**config.mk**
```make
export PLATFORM = sky130hd
export DESIGN_NAME = param_divider_flat
export DESIGN_NICKNAME = d
export VERILOG_FILES = /design/src/rtl/param_divider_if.sv /design/src/rtl/param_divider.sv /design/src/flat_wrapper.sv
export SDC_FILE = /design/constraint.sdc
export NUM_CORES = 1
export LEC_CHECK = 0
export CAP_MARGIN = 5
export CORE_MARGIN = 2
export CORE_UTILIZATION = 40
export DETAILED_ROUTE_END_ITERATION = 12
export GPL_TIMING_DRIVEN = 0
export SETUP_SLACK_MARGIN = 0.3
export SLEW_MARGIN = 10
export SYNTH_ARGS = -nofsm -noshare
export SYNTH_HDL_FRONTEND = slang
export SYNTH_SLANG_ARGS = --single-unit
```
**constraint.sdc**
```tcl
create_clock -name Clock -period 3.7 [get_ports Clock]
set_input_delay 0.74 -clock Clock [delete_from_list [all_inputs] [get_ports Clock]]
set_output_delay 0.74 -clock Clock [all_outputs]
set_load 0.05 [all_outputs]
```
**src/rtl/param_divider_if.sv**
```systemverilog
// Start/Done handshake bundle for the iterative divider.
interface param_divider_if #(
  parameter int WIDTH = 16
);
  logic             Start;
  logic             Signed;
  logic [WIDTH-1:0] Dividend;
  logic [WIDTH-1:0] Divisor;
  logic [WIDTH-1:0] Quotient;
  logic [WIDTH-1:0] Remainder;
  logic             Done;
  logic             Busy;
  logic             DivByZero;
  logic             Overflow;

  // Requester side: drives operands, observes results.
  modport master (
    output Start, Signed, Dividend, Divisor,
    input  Quotient, Remainder, Done, Busy, DivByZero, Overflow
  );

  // Divider side.
  modport slave (
    input  Start, Signed, Dividend, Divisor,
    output Quotient, Remainder, Done, Busy, DivByZero, Overflow
  );
endinterface

```
**src/rtl/param_divider.sv**
```systemverilog
// Iterative restoring divider, one quotient bit per clock, with signed mode
// and single-cycle exits for divide-by-zero and signed MIN/-1.
module param_divider #(
  parameter  int WIDTH = 16,
  localparam int CNT_W = $clog2(WIDTH) + 1
) (
  input  logic           Clock,
  input  logic           Reset,
  param_divider_if.slave bus
);

  typedef enum logic [1:0] {
    IDLE = 2'd0,
    WORK = 2'd1,
    DONE = 2'd2
  } state_e;

  localparam logic [WIDTH-1:0] MIN_VAL  = {1'b1, {(WIDTH-1){1'b0}}};
  localparam logic [WIDTH-1:0] ONES     = {WIDTH{1'b1}};
  localparam logic [CNT_W-1:0] LAST_CNT = CNT_W'(WIDTH - 1);

  state_e           state_q, state_d;
  logic [CNT_W-1:0] cnt_q, cnt_d;
  logic [WIDTH:0]   prem_q, prem_d;   // partial remainder
  logic [WIDTH-1:0] shq_q, shq_d;     // dividend bits shift out, quotient bits shift in
  logic [WIDTH-1:0] dvs_q, dvs_d;     // divisor magnitude
  logic             negq_q, negq_d;
  logic             negr_q, negr_d;
  logic [WIDTH-1:0] quo_q, quo_d;
  logic [WIDTH-1:0] rem_q, rem_d;
  logic             done_q, done_d;
  logic             busy_q, busy_d;
  logic             dbz_q, dbz_d;
  logic             ovf_q, ovf_d;

  // Operand decode: signs, magnitudes and the two exception cases.
  logic             a_neg, b_neg, is_zero, is_ovf;
  logic [WIDTH-1:0] a_mag, b_mag;

  always_comb begin
    a_neg   = bus.Signed & bus.Dividend[WIDTH-1];
    b_neg   = bus.Signed & bus.Divisor[WIDTH-1];
    // -MIN wraps to MIN, which is the correct magnitude read as unsigned.
    a_mag   = a_neg ? (~bus.Dividend + 1'b1) : bus.Dividend;
    b_mag   = b_neg ? (~bus.Divisor  + 1'b1) : bus.Divisor;
    is_zero = (bus.Divisor == '0);
    is_ovf  = bus.Signed && (bus.Dividend == MIN_VAL) && (bus.Divisor == ONES);
  end

  // One restoring step: shift in next dividend bit, trial-subtract divisor.
  logic [WIDTH+1:0] shifted, trial;
  logic             fits;
  logic [WIDTH:0]   step_rem;
  logic [WIDTH-1:0] step_quo;

  always_comb begin
    shifted  = {prem_q, shq_q[WIDTH-1]};
    trial    = shifted - {2'b00, dvs_q};
    fits     = ~trial[WIDTH+1];
    step_rem = fits ? trial[WIDTH:0] : shifted[WIDTH:0];
    step_quo = {shq_q[WIDTH-2:0], fits};
  end

  // Next-state and datapath update for the IDLE/WORK/DONE sequencer.
  always_comb begin
    state_d = state_q;
    cnt_d   = cnt_q;
    prem_d  = prem_q;
    shq_d   = shq_q;
    dvs_d   = dvs_q;
    negq_d  = negq_q;
    negr_d  = negr_q;
    quo_d   = quo_q;
    rem_d   = rem_q;
    done_d  = done_q;
    busy_d  = busy_q;
    dbz_d   = dbz_q;
    ovf_d   = ovf_q;
    case (state_q)
      IDLE: begin
        if (bus.Start) begin
          dbz_d  = 1'b0;
          ovf_d  = 1'b0;
          done_d = 1'b0;
          if (is_zero) begin
            state_d = DONE;
            done_d  = 1'b1;
            dbz_d   = 1'b1;
            quo_d   = ONES;
            rem_d   = bus.Dividend;
          end else if (is_ovf) begin
            state_d = DONE;
            done_d  = 1'b1;
            ovf_d   = 1'b1;
            quo_d   = MIN_VAL;
            rem_d   = '0;
          end else begin
            state_d = WORK;
            busy_d  = 1'b1;
            cnt_d   = '0;
            prem_d  = '0;
            shq_d   = a_mag;
            dvs_d   = b_mag;
            negq_d  = a_neg ^ b_neg;
            negr_d  = a_neg;
          end
        end
      end
      WORK: begin
        prem_d = step_rem;
        shq_d  = step_quo;
        cnt_d  = cnt_q + CNT_W'(1);
        if (cnt_q == LAST_CNT) begin
          quo_d   = negq_q ? (~step_quo + 1'b1) : step_quo;
          rem_d   = negr_q ? (~step_rem[WIDTH-1:0] + 1'b1) : step_rem[WIDTH-1:0];
          done_d  = 1'b1;
          busy_d  = 1'b0;
          state_d = DONE;
        end
      end
      DONE: begin
        if (!bus.Start) begin
          state_d = IDLE;
          done_d  = 1'b0;
        end
      end
      default: begin
        state_d = IDLE;
        done_d  = 1'b0;
        busy_d  = 1'b0;
      end
    endcase
  end

  // State registers; synchronous reset wins over everything, including WORK.
  always_ff @(posedge Clock) begin
    if (Reset) begin
      state_q <= IDLE;
      cnt_q   <= '0;
      prem_q  <= '0;
      shq_q   <= '0;
      dvs_q   <= '0;
      negq_q  <= 1'b0;
      negr_q  <= 1'b0;
      quo_q   <= '0;
      rem_q   <= '0;
      done_q  <= 1'b0;
      busy_q  <= 1'b0;
      dbz_q   <= 1'b0;
      ovf_q   <= 1'b0;
    end else begin
      state_q <= state_d;
      cnt_q   <= cnt_d;
      prem_q  <= prem_d;
      shq_q   <= shq_d;
      dvs_q   <= dvs_d;
      negq_q  <= negq_d;
      negr_q  <= negr_d;
      quo_q   <= quo_d;
      rem_q   <= rem_d;
      done_q  <= done_d;
      busy_q  <= busy_d;
      dbz_q   <= dbz_d;
      ovf_q   <= ovf_d;
    end
  end

  assign bus.Quotient  = quo_q;
  assign bus.Remainder = rem_q;
  assign bus.Done      = done_q;
  assign bus.Busy      = busy_q;
  assign bus.DivByZero = dbz_q;
  assign bus.Overflow  = ovf_q;

endmodule

```
**src/flat_wrapper.sv**
```systemverilog
// flat-port wrapper written by rule: the top's interface ports become plain ports
module param_divider_flat 
#(
  parameter  int WIDTH = 16,
  localparam int CNT_W = $clog2(WIDTH) + 1
)
  (Clock, Reset, bus_Start, bus_Signed, bus_Dividend, bus_Divisor, bus_Quotient, bus_Remainder, bus_Done, bus_Busy, bus_DivByZero, bus_Overflow);
  param_divider_if #(.WIDTH(WIDTH)) bus_i ();
  input  logic Clock;
  input  logic Reset;
  input wire logic [$bits(bus_i.Start)-1:0] bus_Start;
  input wire logic [$bits(bus_i.Signed)-1:0] bus_Signed;
  input wire logic [$bits(bus_i.Dividend)-1:0] bus_Dividend;
  input wire logic [$bits(bus_i.Divisor)-1:0] bus_Divisor;
  output wire logic [$bits(bus_i.Quotient)-1:0] bus_Quotient;
  output wire logic [$bits(bus_i.Remainder)-1:0] bus_Remainder;
  output wire logic [$bits(bus_i.Done)-1:0] bus_Done;
  output wire logic [$bits(bus_i.Busy)-1:0] bus_Busy;
  output wire logic [$bits(bus_i.DivByZero)-1:0] bus_DivByZero;
  output wire logic [$bits(bus_i.Overflow)-1:0] bus_Overflow;
  assign bus_i.Start = bus_Start;
  assign bus_i.Signed = bus_Signed;
  assign bus_i.Dividend = bus_Dividend;
  assign bus_i.Divisor = bus_Divisor;
  assign bus_Quotient = bus_i.Quotient;
  assign bus_Remainder = bus_i.Remainder;
  assign bus_Done = bus_i.Done;
  assign bus_Busy = bus_i.Busy;
  assign bus_DivByZero = bus_i.DivByZero;
  assign bus_Overflow = bus_i.Overflow;
  param_divider #(.WIDTH(WIDTH)) u_core (.Clock(Clock), .Reset(Reset), .bus(bus_i));
endmodule
```
# Word-level counts from Yosys, hierarchy flattened

Index checks and enable logic that the tools add are counted.

$add $sub $neg: 6
Multipliers: 0
Divide/modulo/power cells: 0
Magnitude comparators: 0
Equality and inequality tests: 11
Shift operators: 0
Muxes and demuxes: 46
Bitwise logic cells: 11
Reduce and logical (&&, ||, !) cells: 11

Operators by type and width:

| operator                | number |
|---|---|
| $mux W16                | 15 |
| $pmux W16 S2            | 3 |
| $mux W17                | 4 |
| $add A16 B1 Y16 const B | 4 |
| $not A16 Y16            | 4 |
| $pmux W17 S2            | 1 |
| $eq A16 B16 Y1 const B  | 2 |
| $sub A18 B16 Y18        | 1 |
| $logic_not A16 Y1       | 1 |
| $mux W5                 | 3 |
| $reduce_and A4 Y1       | 3 |
| $mux W1                 | 11 |
| $mux W2                 | 5 |
| $pmux W5 S2             | 1 |
| $ne A2 B2 Y1 const B    | 4 |
| $pmux W1 S3             | 2 |
| $pmux W2 S3             | 1 |
| $add A5 B1 Y5 const B   | 1 |
| $eq A5 B4 Y1 const B    | 1 |
| $reduce_and A5 Y1       | 1 |
| $not A1 Y1              | 4 |
| $ne A3 B1 Y1 const B    | 1 |
| $reduce_and A3 Y1       | 1 |
| $and A1 B1 Y1           | 2 |
| other kinds (8)         | 9 |

Register bits after elaboration: 94
Latch bits: 0
Bits in writable memories: 0
Memory bits (read-only): 0
Bits of input ports: 36
Output and inout bits: 36
Word-level logic and storage cells: 98
Memories kept: 0

# Depth between registers and ports, before layout

Gate-level depths: netlist (run 1).

Depth in word-level cells: 7
Mapped depth: 21
Mapped depth without buffers: 19

# Worst setup path before layout (run 1)

No wires, ideal clock.

Path kind: reg-to-reg
Start: reg u_core.dvs_q[15]
End: reg u_core.rem_q[14], in the netlist u_core.bus.Remainder[14]
Library setup time: 0.086 ns
Data arrival time: 4.026 ns
Required time: 3.614 ns
Path slack: -0.411 ns
Cell stages (with the launch flop): 18
Buffers on the path: 1
Period minus slack after synthesis: 4.111 ns
Cells stage by stage: dfxtp_1 -> inv_1 -> ha_1 -> nand4b_2 -> or2_4 -> or3_1 -> and3_4 -> nor2_2 -> buf_2 -> mux2i_1 -> ha_1 -> inv_1 -> nor2_1 -> or4bb_1 -> mux2i_1 -> nand3b_1 -> o32a_1 -> a211oi_1

Cells in the longest elaborated chain, start to end: 7

RTL lines:

| what                   | RTL line             | text |
|---|---|---|
| from (decl)            | param_divider.sv:26  | `logic [WIDTH-1:0] dvs_q, dvs_d;` |
| from (signal assigned) | param_divider.sv:156 | `dvs_q <= dvs_d;` |
| $sub A18 B16 Y18 *     | param_divider.sv:58  | `trial = shifted - {2'b00, dvs_q};` |
| $mux W17 *             | param_divider.sv:60  | `step_rem = fits ? trial[WIDTH:0] : shifted[WIDTH:0];` |
| $not A16 Y16           | param_divider.sv:115 | `rem_d = negr_q ? (~step_rem[WIDTH-1:0] + 1'b1) : step_rem[WIDTH-1:0];` |
| $add A16 B1 Y16        | param_divider.sv:115 |  |
| $mux W16 *             | param_divider.sv:115 |  |
| $mux W16 *             | param_divider.sv:113 | `if (cnt_q == LAST_CNT) begin` |
| $pmux W16 S2 *         | param_divider.sv:79  | `case (state_q)` |
| to (signal assigned)   | param_divider.sv:160 | `rem_q <= rem_d;` |
| to (decl)              | param_divider.sv:30  | `logic [WIDTH-1:0] rem_q, rem_d;` |

Mark *: on every way between the ends. The rest lies on a longest branch, timed or not. The select of a mux whose other input is x is not followed.
A chain may end at the register's enable or synchronous reset.

# Worst setup path after layout (run 1)

Start: reg u_core.dvs_q[4]
End: reg u_core.rem_q[14], in the netlist u_core.bus.Remainder[14]

The elaborated chain is that of the path after synthesis.

==> results.cfg, run 1 <==
[die]
rows = 45
start_util = 0.409
io_pins = 72
die_area_mm2 = 0.0166
core_area_mm2 = 0.0153
fp.dieW_um = 129
die-height_um = 129

[setup_path]
slowest_delay_ps = 420
crit_path_start_kind = flop
r2r_slack_ps = -310
reg2reg_depth = 20
crit_arrival_ps = 4230
worstPathMaxFanout = 5
path_cells = inv_2 > ha_4 > buf_6 > a21o_4 > a31oi_4 > a211oi_4 > o31a_4 > nor2_4 > inv_4 > clkbuf_16 > a21oi_4 > ha_4 > inv_2 > nor2_4 > or4bb_1 > mux2i_2 > nand3b_1 > buf_4 > a221oi_4 > a211oi_2
critical_path.slowest_cell = or4bb_1
r2r_end = u_core.bus.Remainder[14]
critPathTopFamily = compound AO/OA/AOI/OAI gates
critPathCaptureType = flop
worstPathRequired_ps = 3910
crit_buf_inv = 6
r2r-start = u_core.dvs_q[4]
critical_path_class = reg -> reg

[clocking]
clockBufferDepth = 2
path_clk_slew_ps = 70
clk_latency_ps = 350
cts_hold_buf = 0
root_buffer = clkbuf_16
tritoncts = yes
numCtsBuffers = 9
cts_sinks = 93
htreeDepth = 3

[finish]
fillCellCount = 1377
layout_commonest_cell = nor2_1
syn2layout_area_growth_pct = 40.7
final_cell_mix = nor2_1 (130), dfxtp_1 (71), clkdlybuf4s50_1 (67)
multi_input_area_mm2 = 0.00467
final_nets = 1008
layout-drive-gt1-share = 0.236
antennaDiodeCount = 0
regArea_mm2 = 0.00189

[global_route]
grt.total_usage = 0.270
grt_remaining_overflow = 0
grt_pass1_wl_mm = 34.6
grt_pass1_vias = 6344
grt_antenna_before_repair = 0
grt_max_degree = 16

[route]
drt_first_pass_iters = 8
via_per_inst = 5.79
vias = 6734
ant_nets = 0
routed_wirelength_mm = 22.8
drtIter0Drc = 768
wl_per_cell_um = 19.6
drc = 0

[logic_synthesis]
synth_cells = 801
synth-seq-cells = 93
synth_edf_count = 0
netlist_area_mm2 = 0.00625
ys_types = 76
synthArstFlopShare = 0
syn-num-nets = 861
avgSynthCellArea_um2 = 7.80
ys_seq_area_frac = 0.298
synthFlopType = dfxtp_1
yosysWarnings = 0

[min_path]
min_to = u_core.bus.Quotient[1]
hold_depth = 2
hp-start = u_core.bus.Quotient[1]
hold_class = reg -> reg

[pwr]
ir_drop_v = 0.000520
power.density_mw_per_mm2 = 787
p_total_uw = 6920
p_leak_uw = 0.00331

[sta]
hold_viol = 0
hold_ws_ps = 490
relSlewSlack = 0.520
setup_viol = 6
grt_setup_unrepaired = yes
fin_worst_skew_ps = 9.60
tightest_slew_ps = 720
finalCriticalPeriod_ps = 4010
max_freq_mhz = 249
finalSetupTns_ps = -1030
maxSlewViolCount = 0
finalCritPeriodShare = 1.09
worst_slack_ps = -315

[place]
gp_congestion = 0.936
dp_slack_ps = -755
port_buffers = 70
dp_hpwl_mm = 16.3

[status]
outcome = finished with violations
violations = setup timing

[flow_run]
drv_cap = 0
## metal layers
layer	up-vias	global-route usage	wire length, µm
met4	0	0.0735	312
li1	3218	-	-
met5	-	0	0
met3	26	0.0549	1860
met1	3217	0.376	10200
met2	273	0.425	10400
## worst max-delay path by stage
stage	start	to	slack, ps	cells past startpoint
after floorplan	u_core.dvs_q[4]	u_core.bus.Remainder[14]	-140	18
after global placement	u_core.dvs_q[10]	u_core.bus.Remainder[14]	-720	20
after detailed placement	u_core.dvs_q[1]	u_core.bus.Remainder[14]	-750	18
after CTS	u_core.dvs_q[4]	u_core.bus.Remainder[14]	-210	18
after global routing	u_core.dvs_q[2]	u_core.bus.Remainder[14]	-470	17
final	u_core.dvs_q[4]	u_core.bus.Remainder[14]	-310	20
## logic make-up (layout without fill, tap and decap cells)
family	Yosys count	in the layout	share of synthesized area
buffers and inverters	83	234	0.0517
xor gates and xnor gates	65	65	0.0911
adders and majority gates	24	24	0.0493
muxes	14	14	0.0238
DFF	93	93	0.298
AOI/OAI and AO/OA	215	215	0.249
and+or+nand+nor	307	307	0.237
## what timing repair did
action,4_1_cts,5_1_grt
pin swaps,33,40
gates resized for setup,95,69
setup buffers,46,20
setup endpoints to repair,89,73
## cells in the mapped netlist, types with 3 or more instances
library cell  number  area share
and2_1             4      0.0040
nor2b_1            8      0.0080
nand2b_1           7      0.0070
xnor2_1           27       0.038
nand4_1            9      0.0090
a22oi_1           10       0.012
xor2_1            38       0.053
buf_1              3      0.0018
or3_1              8      0.0080
a21oi_1           55       0.044
or2_2              4      0.0040
o21ai_0           21       0.017
buf_2              9      0.0072
inv_1             29       0.017
nand2_1           44       0.026
clkbuf_1          41       0.025
nand3_1           17       0.014
o21ai_1            3      0.0024
a21o_1             6      0.0072
a222oi_1          12       0.019
o41ai_1            7      0.0098
and3_1             5      0.0050
a221oi_1          11       0.015
or4_1              4      0.0048
o31ai_1           10       0.012
a211oi_1          30       0.036
nor4_1            10       0.010
mux2i_1           10       0.016
a2111oi_0          3      0.0042
o211ai_1           4      0.0048
o21a_1             3      0.0036
dfxtp_1           93        0.30
nand3b_1           8      0.0096
ha_1              23       0.046
a311oi_1           7      0.0098
mux2_2             3      0.0054
nor3_1            33       0.026
o21bai_1           3      0.0036
nor2_1           133       0.080
## stage by stage
step | area [µm²] | instances | util
after global placement | 7330 | 1082 | 0.480
after detailed placement | 7330 | 1082 | 0.480
after floorplan | 6370 | 801 | -
after global routing | 8790 | 1163 | 0.576
after CTS | 8380 | 1143 | 0.549
final | 8790 | 1163 | 0.576
## sequential cells by signal (all words and copies together) (netlist names), 2 cells and up
| register | flops |
|---|---|
| u_core.state_q | 2 |
| u_core.bus.Remainder | 16 |
| u_core.prem_q | 17 |
| u_core.bus.Quotient | 16 |
| u_core.shq_q | 16 |
| u_core.dvs_q | 16 |
| u_core.cnt_q | 5 |
## report_power, final
| group | switching, µW | total [µW] | leakage, µW | internal (µW) |
|---|---|---|---|---|
| Sequential | 105 | 1190 | 0.000766 | 1080 |
| Combinational | 2590 | 4780 | 0.00241 | 2190 |
| Clock | 424 | 947 | 0.000139 | 524 |
| Total | 3120 | 6920 | 0.00331 | 3800 |
## worst reg2reg max path: stages (launching register included)
cell and delay, ps:
dfxtp_2 320, inv_2 90, ha_4 210, buf_6 130, a21o_4 220, a31oi_4 220
a211oi_4 100, o31a_4 300, nor2_4 160, inv_4 60, clkbuf_16 150, a21oi_4 180
ha_4 170, inv_2 50, nor2_4 80, or4bb_1 420, mux2i_2 220, nand3b_1 230
buf_4 210, a221oi_4 230, a211oi_2 100
## area by class of cell
cell class              count  area share
plain buffers              53      0.0360
clock buffers              10      0.0261
clock inverters             5     0.00683
inverters                  30      0.0131
multi-input cells         625       0.531
flip-flops and latches     93       0.215
well taps                 211      0.0300
repair buffers            136       0.142
Power figures use the tool's default switching activity.
==> inputs of run 2 (changes only) <==
--- a/config.mk
+++ b/config.mk
@@ -6,10 +6,14 @@
 export NUM_CORES = 1
 export LEC_CHECK = 0
 export CAP_MARGIN = 5
+export CELL_PAD_IN_SITES_DETAIL_PLACEMENT = 0
+export CELL_PAD_IN_SITES_GLOBAL_PLACEMENT = 1
 export CORE_MARGIN = 2
 export CORE_UTILIZATION = 40
 export DETAILED_ROUTE_END_ITERATION = 12
+export DONT_BUFFER_PORTS = 1
 export GPL_TIMING_DRIVEN = 0
+export PLACE_DENSITY_LB_ADDON = 0.1
 export SETUP_SLACK_MARGIN = 0.3
 export SLEW_MARGIN = 10
 export SYNTH_ARGS = -nofsm -noshare
==> results.cfg, run 2 (synthesis gave the netlist of run 1 again) <==
[setup_path]
critPathCaptureType = flop
worstPathRequired_ps = 3910
worstPathMaxFanout = 5
critical_path_class = reg -> reg
crit_arrival_ps = 4240
crit_path_start_kind = flop

[pwr]
ir_drop_v = 0.000562
p_total_uw = 6630
p_leak_uw = 0.00286
power.density_mw_per_mm2 = 846

[sta]
hold_ws_ps = 484
finalCriticalPeriod_ps = 4030
maxSlewViolCount = 0
max_freq_mhz = 248
tightest_slew_ps = 727
hold_viol = 0
relSlewSlack = 0.516
fin_worst_skew_ps = 12.1
worst_slack_ps = -329
finalCritPeriodShare = 1.09
setup_viol = 4
grt_setup_unrepaired = yes

[global_route]
grt_pass1_vias = 5999
grt_antenna_before_repair = 0
grt_pass1_wl_mm = 33.5
grt_max_degree = 17
grt.total_usage = 0.264
grt_remaining_overflow = 0

[clocking]
root_buffer = clkbuf_16
cts_sinks = 93
clk_latency_ps = 360
path_clk_slew_ps = 70
clockBufferDepth = 2
numCtsBuffers = 9
tritoncts = yes
htreeDepth = 3

[finish]
layout-drive-gt1-share = 0.227
syn2layout_area_growth_pct = 25.5
fin_area_mm2 = 0.00784
antennaDiodeCount = 0
fillCellCount = 1454
final_nets = 911
final_cell_mix = nor2_1 (131), dfxtp_1 (75), a21oi_1 (50)
layout_commonest_cell = nor2_1
largest_reg_flops = 17
largest-register = u_core.prem_q

[route]
vias = 6427
routed_wirelength_mm = 22.2
via_per_inst = 6.02
drt_first_pass_iters = 6
drtIter0Drc = 597
wl_per_cell_um = 20.8
ant_nets = 0
drc = 0

[place]
port_buffers = 0
gp_congestion = 0.902
dp_hpwl_mm = 16.5
place_area_mm2 = 0.00663

[status]
violations = setup timing
outcome = finished with violations

[min_path]
hold_class = reg -> reg

[die]
die-height_um = 129
rows = 45
io_pins = 72
die_area_mm2 = 0.0166
core_area_mm2 = 0.0153
fp.dieW_um = 129
start_util = 0.409

[flow_run]
drv_cap = 0
## run 2: cell types whose count changed in the layout (fill, tap and decap cells not counted), moves of 3 or more
cell,previous run,this run
clkbuf_1,32,36
buf_4,61,36
a21oi_1,47,50
a211oi_1,29,26
clkbuf_4,4,1
dlymetal6s2s_1,3,0
dfxtp_1,71,75
clkdlybuf4s50_1,67,0
a211oi_2,2,5
buf_6,13,5
buf_2,2,5
dfxtp_2,21,17
## run 2: worst paths after layout
path	slack [ps]	cells after the start	end	start
worst max-delay path	-330	18	u_core.bus.Remainder[14]	u_core.dvs_q[15]
worst min register to register	480	2	u_core.dvs_q[15]	u_core.dvs_q[15]
worst max register to register	-330	18	u_core.bus.Remainder[14]	u_core.dvs_q[15]
worst min-delay path	480	2	u_core.dvs_q[15]	u_core.dvs_q[15]
## run 2: through the flow
| stage | util | worst slack (ps) | setup TNS [ps] | instances |
|---|---|---|---|---|
| 2_1_floorplan | - | -137 | -187 | 801 |
| 3_3_place_gp | 0.435 | -755 | -5210 | 1012 |
| 6_report | 0.514 | -329 | -1030 | 1067 |
| 4_1_cts | 0.488 | -267 | -816 | 1055 |
| 5_1_grt | 0.514 | -453 | -1560 | 1067 |
| 3_5_place_dp | 0.435 | -823 | -5400 | 1012 |
## run 2: where the power goes
| part | internal [µW] | leakage, µW | switching [µW] |
|---|---|---|---|
| combinational | 2010 | 0.00195 | 2460 |
| sequential | 1080 | 0.000764 | 110 |
| clock | 532 | 0.000145 | 437 |
## run 2: per-layer routing
metal | vias to the layer above | GRT usage | wire (µm)
li1 | 3041 | - | -
met1 | 3105 | 0.366 | 10000
met2 | 255 | 0.414 | 10100
met3 | 26 | 0.0599 | 1840
met5 | - | 0 | 0
met4 | 0 | 0.0684 | 309
## run 2: worst max-delay path: stages (launching register included)
cell and delay, ps:
dfxtp_2 330, inv_2 50, ha_4 300, nand4b_4 140, or2_4 280, or3_4 340
and3_4 190, nor2_4 190, buf_8 140, mux2i_4 260, ha_4 170, inv_2 50
nor2_4 80, or4bb_4 490, mux2i_4 190, nand3b_1 170, buf_6 170, a221oi_4 260
a211oi_2 100
## run 2: final cells by class
type | count | area (µm²) | area share
repair buffers | 39 | 313 | 0.0399
flip-flops and latches | 93 | 1890 | 0.241
multi-input cells | 625 | 4680 | 0.597
clock inverters | 6 | 71.3 | 0.00910
plain buffers | 53 | 280 | 0.0358
inverters | 30 | 115 | 0.0147
clock buffers | 10 | 229 | 0.0292
well taps | 211 | 264 | 0.0337
## run 2: timing repair
action | 4_1_cts | 5_1_grt
gates resized for setup | 70 | 64
setup endpoints to repair | 33 | 68
pin swaps | 23 | 36
hold buffers | 0 | 0
setup buffers | 27 | 12
==> inputs of run 3 (changes only) <==
--- a/config.mk
+++ b/config.mk
@@ -13,6 +13,7 @@
 export DETAILED_ROUTE_END_ITERATION = 12
 export DONT_BUFFER_PORTS = 1
 export GPL_TIMING_DRIVEN = 0
+export HOLD_SLACK_MARGIN = 0.05
 export PLACE_DENSITY_LB_ADDON = 0.1
 export SETUP_SLACK_MARGIN = 0.3
 export SLEW_MARGIN = 10
==> constraint.sdc (replaced) <==
create_clock -name Clock -period 5 [get_ports Clock]
set_input_delay 1 -clock Clock [delete_from_list [all_inputs] [get_ports Clock]]
set_output_delay 1 -clock Clock [all_outputs]
set_load 0.05 [all_outputs]
==> results.cfg, run 3 (synthesis gave the netlist of run 1 again) <==
[status]
outcome = finished, final reports clean

[sta]
grt_setup_unrepaired = yes
relSlewSlack = 0.406
hold_viol = 0
finalCritPeriodShare = 0.911
finalCriticalPeriod_ps = 4560
finalSetupTns_ps = 0
tightest_slew_ps = 889
max_freq_mhz = 220
hold_ws_ps = 480
setup_viol = 0
maxSlewViolCount = 0
fin_worst_skew_ps = 11.5

[place]
dp_hpwl_mm = 16.5
dp_cells = 1012
gp_congestion = 0.882
port_buffers = 0
place_area_mm2 = 0.00651

[die]
start_util = 0.409
die-height_um = 129
io_pins = 72
rows = 45
core_area_mm2 = 0.0153
die_area_mm2 = 0.0166
fp.dieW_um = 129

[pwr]
p_leak_uw = 0.00254
p_sw_uw = 1880
power.density_mw_per_mm2 = 581
p_sw_frac = 0.466
p_clk_frac = 0.158
ir_drop_v = 0.000437
seqPwrFrac = 0.215
combinationalPowerShare = 0.627
internal-power_uw = 2160

[setup_path]
slowest_delay_ps = 420
critPathCaptureType = flop
crit_path_start_kind = flop
worstPathRequired_ps = 5260
critical_path_class = reg -> reg
path_cells = inv_1 > ha_1 > clkbuf_4 > a21o_4 > a31oi_4 > a211oi_2 > o31a_2 > nor2_4 > inv_4 > buf_6 > a21oi_2 > ha_2 > inv_1 > nor2_2 > or4bb_1 > mux2i_2 > nand3b_1 > o32a_1 > a211oi_2
critPathTopFamily = compound AO/OA/AOI/OAI gates
crit_buf_inv = 5
critical_path.slowest_cell = o31a_2
worstPathMaxFanout = 10
crit_arrival_ps = 4820

[finish]
final_cell_mix = nor2_1 (132), dfxtp_1 (93), a21oi_1 (52)
largest-register = u_core.prem_q
regArea_mm2 = 0.00186
antennaDiodeCount = 0
fillCellCount = 1591
fin_area_mm2 = 0.00695
multi_input_area_mm2 = 0.00416
largest_reg_flops = 17
layout_commonest_cell = nor2_1
final_nets = 879
fin_cells = 1033
layout-drive-gt1-share = 0.0888
syn2layout_area_growth_pct = 11.2

[clocking]
htreeDepth = 3
clk_latency_ps = 350
tritoncts = yes
cts_hold_buf = 0
root_buffer = clkbuf_16
cts_sinks = 93
numCtsBuffers = 9
path_clk_slew_ps = 70
clockBufferDepth = 2

[route]
vias = 6228
ant_nets = 0
via_per_inst = 6.03
routed_wirelength_mm = 21.5
drc = 0
wl_per_cell_um = 20.8
drt_first_pass_iters = 6
drtIter0Drc = 567

[global_route]
grt.total_usage = 0.255
grt_pass1_wl_mm = 32.3
grt_pass1_vias = 5758
grt_max_degree = 16
grt_remaining_overflow = 0
grt_antenna_before_repair = 0

[min_path]
hold_class = reg -> reg

[flow_run]
drv_cap = 0
run 3: layer usage:
layer	routed length, µm	share of wire	track usage	vias to the layer above
met1	10000	0.46	0.358	3012
li1	-	-	-	2966
met5	0	0	0	-
met3	1630	0.076	0.0582	17
met2	9680	0.45	0.398	233
met4	210	0.0098	0.0607	0
run 3: cell type report:
type                            instances  area share
Clock buffer                            9      0.0324
Timing Repair Buffer                    7     0.00756
Multi-Input combinational cell        625       0.598
Clock inverter                          5     0.00540
Inverter                               30      0.0166
Sequential cell                        93       0.268
Tap cell                              211      0.0380
Buffer                                 53      0.0337
run 3: tightest hold or removal path, stage by stage, from the launching register on:
cell and delay [ps]:
dfxtp_1 310, nand2b_1 70, a21oi_1 50
run 3: timing repair:
action,4_1_cts,5_1_grt
pin swaps,0,6
gates cloned,0,0
setup buffers,0,7
setup endpoints to repair,4,4
gates resized for setup,6,27
run 3: through the flow:
step	power (µW)	setup slack [ps]	utilization
detailed placement	3110	61.0	0.427
global placement	3100	61.0	0.427
CTS	3800	319	0.445
global route	4260	254	0.455
floorplan	2550	889	-
finish	4030	444	0.455
run 3: power groups by stage:
stage                     logic (µW)  registers, µW  clock network (µW)
after floorplan                 1700            854                   0
after global placement          2220            880                   0
after detailed placement        2220            882                   0
after CTS                       2290            865                 647
after global routing            2710            875                 680
final                           2530            867                 637
run 3: final timing paths:
| path | startpoint | end | slack, ps | cells after the start |
|---|---|---|---|---|
| hold / removal | u_core.dvs_q[15] | u_core.dvs_q[15] | 480 | 2 |
| setup / recovery | u_core.dvs_q[4] | u_core.bus.Remainder[14] | 440 | 19 |
| hold reg to reg | u_core.dvs_q[15] | u_core.dvs_q[15] | 480 | 2 |
| setup reg to reg | u_core.dvs_q[4] | u_core.bus.Remainder[14] | 440 | 19 |
